--- src/rtl/mem_port_arbiter_if.sv ---
// Memory-port arbiter bus: fetch and data request/response channels, the
// shared memory port, and the arbiter status outputs.
// slave  = arbiter side, master = requesters plus memory.
interface mem_port_arbiter_if #(
   parameter int ADDR_W = 32,
   parameter int DATA_W = 32
);
   localparam int BE_W = DATA_W / 8;

   logic              if_req_valid;
   logic [ADDR_W-1:0] if_req_addr;
   logic              if_req_ready;
   logic              if_rsp_valid;
   logic [DATA_W-1:0] if_rsp_data;

   logic              d_req_valid;
   logic              d_req_we;
   logic [ADDR_W-1:0] d_req_addr;
   logic [DATA_W-1:0] d_req_wdata;
   logic [BE_W-1:0]   d_req_be;
   logic              d_req_ready;
   logic              d_rsp_valid;
   logic [DATA_W-1:0] d_rsp_data;

   logic              mem_en;
   logic              mem_we;
   logic [BE_W-1:0]   mem_be;
   logic [ADDR_W-1:0] mem_addr;
   logic [DATA_W-1:0] mem_wdata;
   logic [DATA_W-1:0] mem_rdata;

   logic              owner;
   logic [1:0]        state_vector;
   logic              err_misaligned;

   modport slave (
      input  if_req_valid, if_req_addr,
      output if_req_ready, if_rsp_valid, if_rsp_data,
      input  d_req_valid, d_req_we, d_req_addr, d_req_wdata, d_req_be,
      output d_req_ready, d_rsp_valid, d_rsp_data,
      output mem_en, mem_we, mem_be, mem_addr, mem_wdata,
      input  mem_rdata,
      output owner, state_vector, err_misaligned
   );

   modport master (
      output if_req_valid, if_req_addr,
      input  if_req_ready, if_rsp_valid, if_rsp_data,
      output d_req_valid, d_req_we, d_req_addr, d_req_wdata, d_req_be,
      input  d_req_ready, d_rsp_valid, d_rsp_data,
      input  mem_en, mem_we, mem_be, mem_addr, mem_wdata,
      output mem_rdata,
      input  owner, state_vector, err_misaligned
   );
endinterface

--- src/rtl/mem_port_arbiter.sv ---
// Single memory port shared by instruction fetch and load/store.
// One transaction in flight; round-robin on ties; fixed-latency read capture.
//
// state  | meaning
// -------+------------------------------------------------------------
// IDLE   | arbitrate, accept one request (valid & ready)
// ISSUE  | drive mem_en with the latched request for one cycle
// WAIT   | count down MEM_LATENCY-1 .. 0, capture mem_rdata at 0
// RESP   | one-cycle rsp_valid pulse to the owner
module mem_port_arbiter #(
   parameter int ADDR_W      = 32,
   parameter int DATA_W      = 32,
   parameter int MEM_LATENCY = 2     // legal range 1..15
) (
   input logic              clk,
   input logic              rst,
   mem_port_arbiter_if.slave bus
);
   localparam int BE_W = DATA_W / 8;
   localparam logic [3:0] CNT_LOAD = 4'(MEM_LATENCY - 1);

   typedef enum logic [1:0] {
      S_IDLE  = 2'd0,
      S_ISSUE = 2'd1,
      S_WAIT  = 2'd2,
      S_RESP  = 2'd3
   } state_t;

   state_t            state_q;
   logic [3:0]        cnt_q;
   logic              last_grant_q;    // 0 = fetch, 1 = data
   logic              owner_q;
   logic              we_q;
   logic              err_q;

   logic              mem_en_q;
   logic              mem_we_q;
   logic [BE_W-1:0]   mem_be_q;
   logic [ADDR_W-1:0] mem_addr_q;
   logic [DATA_W-1:0] mem_wdata_q;

   logic              if_rsp_valid_q;
   logic [DATA_W-1:0] if_rsp_data_q;
   logic              d_rsp_valid_q;
   logic [DATA_W-1:0] d_rsp_data_q;

   logic              if_grant_d;
   logic              d_grant_d;

   // Combinational arbitration; readys are held low while rst is asserted so
   // they drop within the same cycle as an asynchronous abort.
   always_comb begin
      if_grant_d = 1'b0;
      d_grant_d  = 1'b0;
      if (!rst && state_q == S_IDLE) begin
         if (bus.if_req_valid && bus.d_req_valid) begin
            if (last_grant_q) if_grant_d = 1'b1;
            else              d_grant_d  = 1'b1;
         end else if (bus.if_req_valid) begin
            if_grant_d = 1'b1;
         end else if (bus.d_req_valid) begin
            d_grant_d = 1'b1;
         end
      end
   end

   // Transaction FSM with registered memory-port and response outputs.
   always_ff @(posedge clk or posedge rst) begin
      if (rst) begin
         state_q        <= S_IDLE;
         cnt_q          <= '0;
         last_grant_q   <= 1'b1;
         owner_q        <= 1'b0;
         we_q           <= 1'b0;
         err_q          <= 1'b0;
         mem_en_q       <= 1'b0;
         mem_we_q       <= 1'b0;
         mem_be_q       <= '0;
         mem_addr_q     <= '0;
         mem_wdata_q    <= '0;
         if_rsp_valid_q <= 1'b0;
         if_rsp_data_q  <= '0;
         d_rsp_valid_q  <= 1'b0;
         d_rsp_data_q   <= '0;
      end else begin
         case (state_q)
            S_IDLE: begin
               if (d_grant_d) begin
                  owner_q      <= 1'b1;
                  last_grant_q <= 1'b1;
                  we_q         <= bus.d_req_we;
                  mem_en_q     <= 1'b1;
                  mem_we_q     <= bus.d_req_we;
                  mem_be_q     <= bus.d_req_be;
                  mem_addr_q   <= bus.d_req_addr;
                  mem_wdata_q  <= bus.d_req_wdata;
                  state_q      <= S_ISSUE;
               end else if (if_grant_d) begin
                  // Fetches are always aligned word reads.
                  owner_q      <= 1'b0;
                  last_grant_q <= 1'b0;
                  we_q         <= 1'b0;
                  mem_en_q     <= 1'b1;
                  mem_we_q     <= 1'b0;
                  mem_be_q     <= '1;
                  mem_addr_q   <= {bus.if_req_addr[ADDR_W-1:2], 2'b00};
                  mem_wdata_q  <= '0;
                  if (bus.if_req_addr[1:0] != 2'b00) err_q <= 1'b1;
                  state_q      <= S_ISSUE;
               end
            end
            S_ISSUE: begin
               mem_en_q    <= 1'b0;
               mem_we_q    <= 1'b0;
               mem_be_q    <= '0;
               mem_addr_q  <= '0;
               mem_wdata_q <= '0;
               cnt_q       <= CNT_LOAD;
               state_q     <= S_WAIT;
            end
            S_WAIT: begin
               if (cnt_q == 4'd0) begin
                  if (owner_q) begin
                     d_rsp_valid_q <= 1'b1;
                     d_rsp_data_q  <= we_q ? '0 : bus.mem_rdata;
                  end else begin
                     if_rsp_valid_q <= 1'b1;
                     if_rsp_data_q  <= bus.mem_rdata;
                  end
                  state_q <= S_RESP;
               end else begin
                  cnt_q <= cnt_q - 4'd1;
               end
            end
            S_RESP: begin
               if_rsp_valid_q <= 1'b0;
               if_rsp_data_q  <= '0;
               d_rsp_valid_q  <= 1'b0;
               d_rsp_data_q   <= '0;
               state_q        <= S_IDLE;
            end
            default: state_q <= S_IDLE;
         endcase
      end
   end

   assign bus.if_req_ready   = if_grant_d;
   assign bus.d_req_ready    = d_grant_d;
   assign bus.if_rsp_valid   = if_rsp_valid_q;
   assign bus.if_rsp_data    = if_rsp_data_q;
   assign bus.d_rsp_valid    = d_rsp_valid_q;
   assign bus.d_rsp_data     = d_rsp_data_q;
   assign bus.mem_en         = mem_en_q;
   assign bus.mem_we         = mem_we_q;
   assign bus.mem_be         = mem_be_q;
   assign bus.mem_addr       = mem_addr_q;
   assign bus.mem_wdata      = mem_wdata_q;
   assign bus.owner          = owner_q;
   assign bus.state_vector   = state_q;
   assign bus.err_misaligned = err_q;

endmodule

--- src/flat_wrapper.sv ---
// flat-port wrapper written by rule: the top's interface ports become plain ports
module mem_port_arbiter_flat 
#(
   parameter int ADDR_W      = 32,
   parameter int DATA_W      = 32,
   parameter int MEM_LATENCY = 2                         
)
  (clk, rst, bus_if_req_valid, bus_if_req_addr, bus_if_req_ready, bus_if_rsp_valid, bus_if_rsp_data, bus_d_req_valid, bus_d_req_we, bus_d_req_addr, bus_d_req_wdata, bus_d_req_be, bus_d_req_ready, bus_d_rsp_valid, bus_d_rsp_data, bus_mem_en, bus_mem_we, bus_mem_be, bus_mem_addr, bus_mem_wdata, bus_mem_rdata, bus_owner, bus_state_vector, bus_err_misaligned);
  mem_port_arbiter_if #(.ADDR_W(ADDR_W), .DATA_W(DATA_W)) bus_i ();
  input logic clk;
  input logic rst;
  input wire logic [$bits(bus_i.if_req_valid)-1:0] bus_if_req_valid;
  input wire logic [$bits(bus_i.if_req_addr)-1:0] bus_if_req_addr;
  output wire logic [$bits(bus_i.if_req_ready)-1:0] bus_if_req_ready;
  output wire logic [$bits(bus_i.if_rsp_valid)-1:0] bus_if_rsp_valid;
  output wire logic [$bits(bus_i.if_rsp_data)-1:0] bus_if_rsp_data;
  input wire logic [$bits(bus_i.d_req_valid)-1:0] bus_d_req_valid;
  input wire logic [$bits(bus_i.d_req_we)-1:0] bus_d_req_we;
  input wire logic [$bits(bus_i.d_req_addr)-1:0] bus_d_req_addr;
  input wire logic [$bits(bus_i.d_req_wdata)-1:0] bus_d_req_wdata;
  input wire logic [$bits(bus_i.d_req_be)-1:0] bus_d_req_be;
  output wire logic [$bits(bus_i.d_req_ready)-1:0] bus_d_req_ready;
  output wire logic [$bits(bus_i.d_rsp_valid)-1:0] bus_d_rsp_valid;
  output wire logic [$bits(bus_i.d_rsp_data)-1:0] bus_d_rsp_data;
  output wire logic [$bits(bus_i.mem_en)-1:0] bus_mem_en;
  output wire logic [$bits(bus_i.mem_we)-1:0] bus_mem_we;
  output wire logic [$bits(bus_i.mem_be)-1:0] bus_mem_be;
  output wire logic [$bits(bus_i.mem_addr)-1:0] bus_mem_addr;
  output wire logic [$bits(bus_i.mem_wdata)-1:0] bus_mem_wdata;
  input wire logic [$bits(bus_i.mem_rdata)-1:0] bus_mem_rdata;
  output wire logic [$bits(bus_i.owner)-1:0] bus_owner;
  output wire logic [$bits(bus_i.state_vector)-1:0] bus_state_vector;
  output wire logic [$bits(bus_i.err_misaligned)-1:0] bus_err_misaligned;
  assign bus_i.if_req_valid = bus_if_req_valid;
  assign bus_i.if_req_addr = bus_if_req_addr;
  assign bus_if_req_ready = bus_i.if_req_ready;
  assign bus_if_rsp_valid = bus_i.if_rsp_valid;
  assign bus_if_rsp_data = bus_i.if_rsp_data;
  assign bus_i.d_req_valid = bus_d_req_valid;
  assign bus_i.d_req_we = bus_d_req_we;
  assign bus_i.d_req_addr = bus_d_req_addr;
  assign bus_i.d_req_wdata = bus_d_req_wdata;
  assign bus_i.d_req_be = bus_d_req_be;
  assign bus_d_req_ready = bus_i.d_req_ready;
  assign bus_d_rsp_valid = bus_i.d_rsp_valid;
  assign bus_d_rsp_data = bus_i.d_rsp_data;
  assign bus_mem_en = bus_i.mem_en;
  assign bus_mem_we = bus_i.mem_we;
  assign bus_mem_be = bus_i.mem_be;
  assign bus_mem_addr = bus_i.mem_addr;
  assign bus_mem_wdata = bus_i.mem_wdata;
  assign bus_i.mem_rdata = bus_mem_rdata;
  assign bus_owner = bus_i.owner;
  assign bus_state_vector = bus_i.state_vector;
  assign bus_err_misaligned = bus_i.err_misaligned;
  mem_port_arbiter #(.ADDR_W(ADDR_W), .DATA_W(DATA_W), .MEM_LATENCY(MEM_LATENCY)) u_core (.clk(clk), .rst(rst), .bus(bus_i));
endmodule
--- config.mk ---
export PLATFORM = sky130hd
export DESIGN_NAME = mem_port_arbiter_flat
export DESIGN_NICKNAME = d
export VERILOG_FILES = /design/src/rtl/mem_port_arbiter_if.sv /design/src/rtl/mem_port_arbiter.sv /design/src/flat_wrapper.sv
export SDC_FILE = /design/constraint.sdc
export NUM_CORES = 1
export LEC_CHECK = 0
export ABC_AREA = 1
export CAP_MARGIN = 20
export CORE_MARGIN = 5
export CORE_UTILIZATION = 55
export DETAILED_ROUTE_END_ITERATION = 7
export DONT_BUFFER_PORTS = 1
export PLACE_DENSITY = 0.7
export SKIP_LAST_GASP = 1
export SLEW_MARGIN = 10
export SYNTH_ARGS = -nofsm -noshare
export SYNTH_HDL_FRONTEND = slang
export SYNTH_SLANG_ARGS = --single-unit
--- constraint.sdc ---
create_clock -name clk -period 7.7 [get_ports clk]
set_input_delay 2.31 -clock clk [delete_from_list [all_inputs] [get_ports clk]]
set_output_delay 2.31 -clock clk [all_outputs]
set_load 0.1 [all_outputs]
==> flow_summary.ini <==
[die]
die_h_um = 118
die_w_um = 118
start_util_pct = 56.3
core_sq_um = 11500
num_io_pins = 279
die-area_sq_um = 14000
num_rows = 39

[place]
place_ws_ns = 2.06
io_buffers = 0
dp_hpwl_mm = 11.7
gp_congestion = 0.840

[timing]
period_share_pct = 73.4
setup_viol = 0
grt_setup_unrepaired = false
drv_slew = 0
max_freq_mhz = 177
fin_setup_tns_ns = 0
relSlewSlack_pct = 25.8
tightest_slew_ns = 1.11
skew_ns = 0.0108
hold_violations = 0
setup_ws_ns = 2.05
final.min_clock_period_ns = 5.65

[run]
maxCapViolCount = 0

[synthesis]
yosysUniqueCellTypes = 23
synth_top_area_share_pct = 56.2
ys_seq_area_share_pct = 56.7
synth_warnings = 0
ys_top_cells_by_area = dfrtp_1 (56%), nand2_1 (24%), o21ai_0 (5.7%), nor2_1 (3.7%), inv_1 (2.9%)
ys_ff_latch = 146
avgSynthCellArea_sq_um = 7.83
yosysTopAreaCell = dfrtp_1
synth_nets = 967
syn_inst = 824
netlist_area_sq_um = 6450

[global_route]
grt_usage_pct = 23.1
grt_pass1_vias = 4990
antenna_found_initial = 1
use_met1_pct = 27.7
grt_max_degree = 84
grt_first_pass_wirelength_mm = 26.4
grt_overflow_total = 0
busiest_layer = met2
grt_use_met2_pct = 37.5
grt_util_met3_pct = 9.46

[run_status]
status = finished clean

[clocking]
clockBufferDepth = 2
cts_setup_buffers = 0
cts_htree_levels = 4
insertion_delay_ns = 0.41
cts_buffers = 17
cts_tree = done
cts.sinks = 146
ctsHoldBuffers = 0
root_buffer = clkbuf_16
ctsResizeCount = 0
path_clk_slew_ns = 0.06

[finish]
fin_nets = 950
areaGrowthSynthToFinish_pct = 11.3
multi_input_comb_area_sq_um = 2400
mostFrequentLayoutCell = nand2_1
regArea_sq_um = 3650
final_cell_mix = nand2_1 (409), dfrtp_1 (145), o21ai_0 (74)
num-fill-cells = 1008
n_antenna_cell = 0
drive_gt1_share_pct = 6.22

[route]
dr.first_iter.drc_count = 401
routed_wirelength_mm = 16.5
firstDrtPassIters = 6
wl_per_cell_um = 17.1
drcViolationCount = 0
vias_per_cell = 5.35
num_vias = 5152
ant_nets = 0

[setup_path]
path_class = input pin to output pin
worstSetupStartpointType = input pin
critical_path_arrival_ns = 3.34
cp_max_fo = 2
required_ns = 5.39
end_kind = output pin

[min_path]
hold_path_class = register to register
## logic make-up (layout without fill, tap and decap cells)
logic type	Yosys count	in the layout	synth area share [%]
and+or+nand+nor	494	494	29.3
DFF	146	146	56.7
xor gates and xnor gates	1	1	0.136
AOI/OAI and AO/OA	81	81	6.52
adders and majority gates	6	6	1.16
buffers and inverters	96	92	6.21
## routing by layer
layer	up-vias	share of wire, %	wire length, um
met5	-	0.079	13
met4	2	1.8	305
met3	26	11	1750
met2	239	49	8110
met1	2412	38	6310
li1	2473	-	-
## worst max-delay path: stages
cell	delay, ns
nor2_2	0.11
inv_1	0.06
nor2_2	0.85
## metrics by stage
stage / area (sq um) / utilization, % / cells / hold WS, ns
2_1_floorplan: 6450 / - / 824 / 0.442
3_3_place_gp: 6480 / 56.5 / 929 / 0.462
3_5_place_dp: 6480 / 56.5 / 929 / 0.466
4_1_cts: 7130 / 62.2 / 961 / 0.481
5_1_grt: 7180 / 62.6 / 963 / 0.519
6_report: 7180 / 62.6 / 963 / 0.482
## sequential cells by signal, summed over array words and instances, names as in the netlist
name                       flops
u_core.bus.if_rsp_valid        1
u_core.bus.mem_wdata          32
u_core.we_q                    1
u_core.bus.if_rsp_data        32
u_core.bus.mem_we              1
u_core.last_grant_q            1
u_core.bus.d_rsp_valid         1
u_core.bus.err_misaligned      1
u_core.bus.mem_addr           32
u_core.bus.owner               1
u_core.cnt_q                   4
u_core.bus.mem_en              1
u_core.bus.mem_be              4
u_core.bus.state_vector        2
u_core.bus.d_rsp_data         32
## worst paths after layout
| kind | endpoint | depth (start not counted) | slack, ns | startpoint |
|---|---|---|---|---|
| hold / removal | u_core.we_q$_DFFE_PP0P_ | 2 | 0.48 | u_core.we_q$_DFFE_PP0P_ |
| setup reg to reg | u_core.cnt_q[0]$_DFFE_PP0P_ | 5 | 4.43 | u_core.bus.state_vector[0]$_DFFE_PP0P_ |
| hold reg to reg | u_core.we_q$_DFFE_PP0P_ | 2 | 0.48 | u_core.we_q$_DFFE_PP0P_ |
| max in group asynchronous | u_core.bus.mem_addr[6]$_DFFE_PP0P_ | 3 | 4.71 | rst |
| min in group asynchronous | u_core.bus.state_vector[0]$_DFFE_PP0P_ | 1 | 1.82 | rst |
| setup / recovery | bus_if_req_ready | 3 | 2.05 | rst |
## cells in the mapped netlist
master    count
a21oi_1       2
a21oi_2       1
buf_2        14
buf_4         2
buf_6         2
clkbuf_1     25
clkinv_1      2
dfrtp_1     145
dfstp_2       1
ha_1          6
inv_1        49
inv_2         2
nand2_1     411
nand3_1      15
nand3_2       1
nand4_1       1
nor2_1       64
nor2_2        1
nor2_4        1
o211ai_2      1
o21ai_0      74
o22ai_1       3
xnor2_1       1
## layout make-up
cell class / count / area share [%]
well taps: 143 / 2.49
clock buffers: 19 / 6.31
multi-input cells: 582 / 33.5
clock inverters: 13 / 2.73
flip-flops and latches: 146 / 50.9
inverters: 53 / 2.84
repair buffers: 7 / 1.29
Power is not shown: default switching activity piles up to over one toggle a cycle in this logic, so the estimate is an artifact.
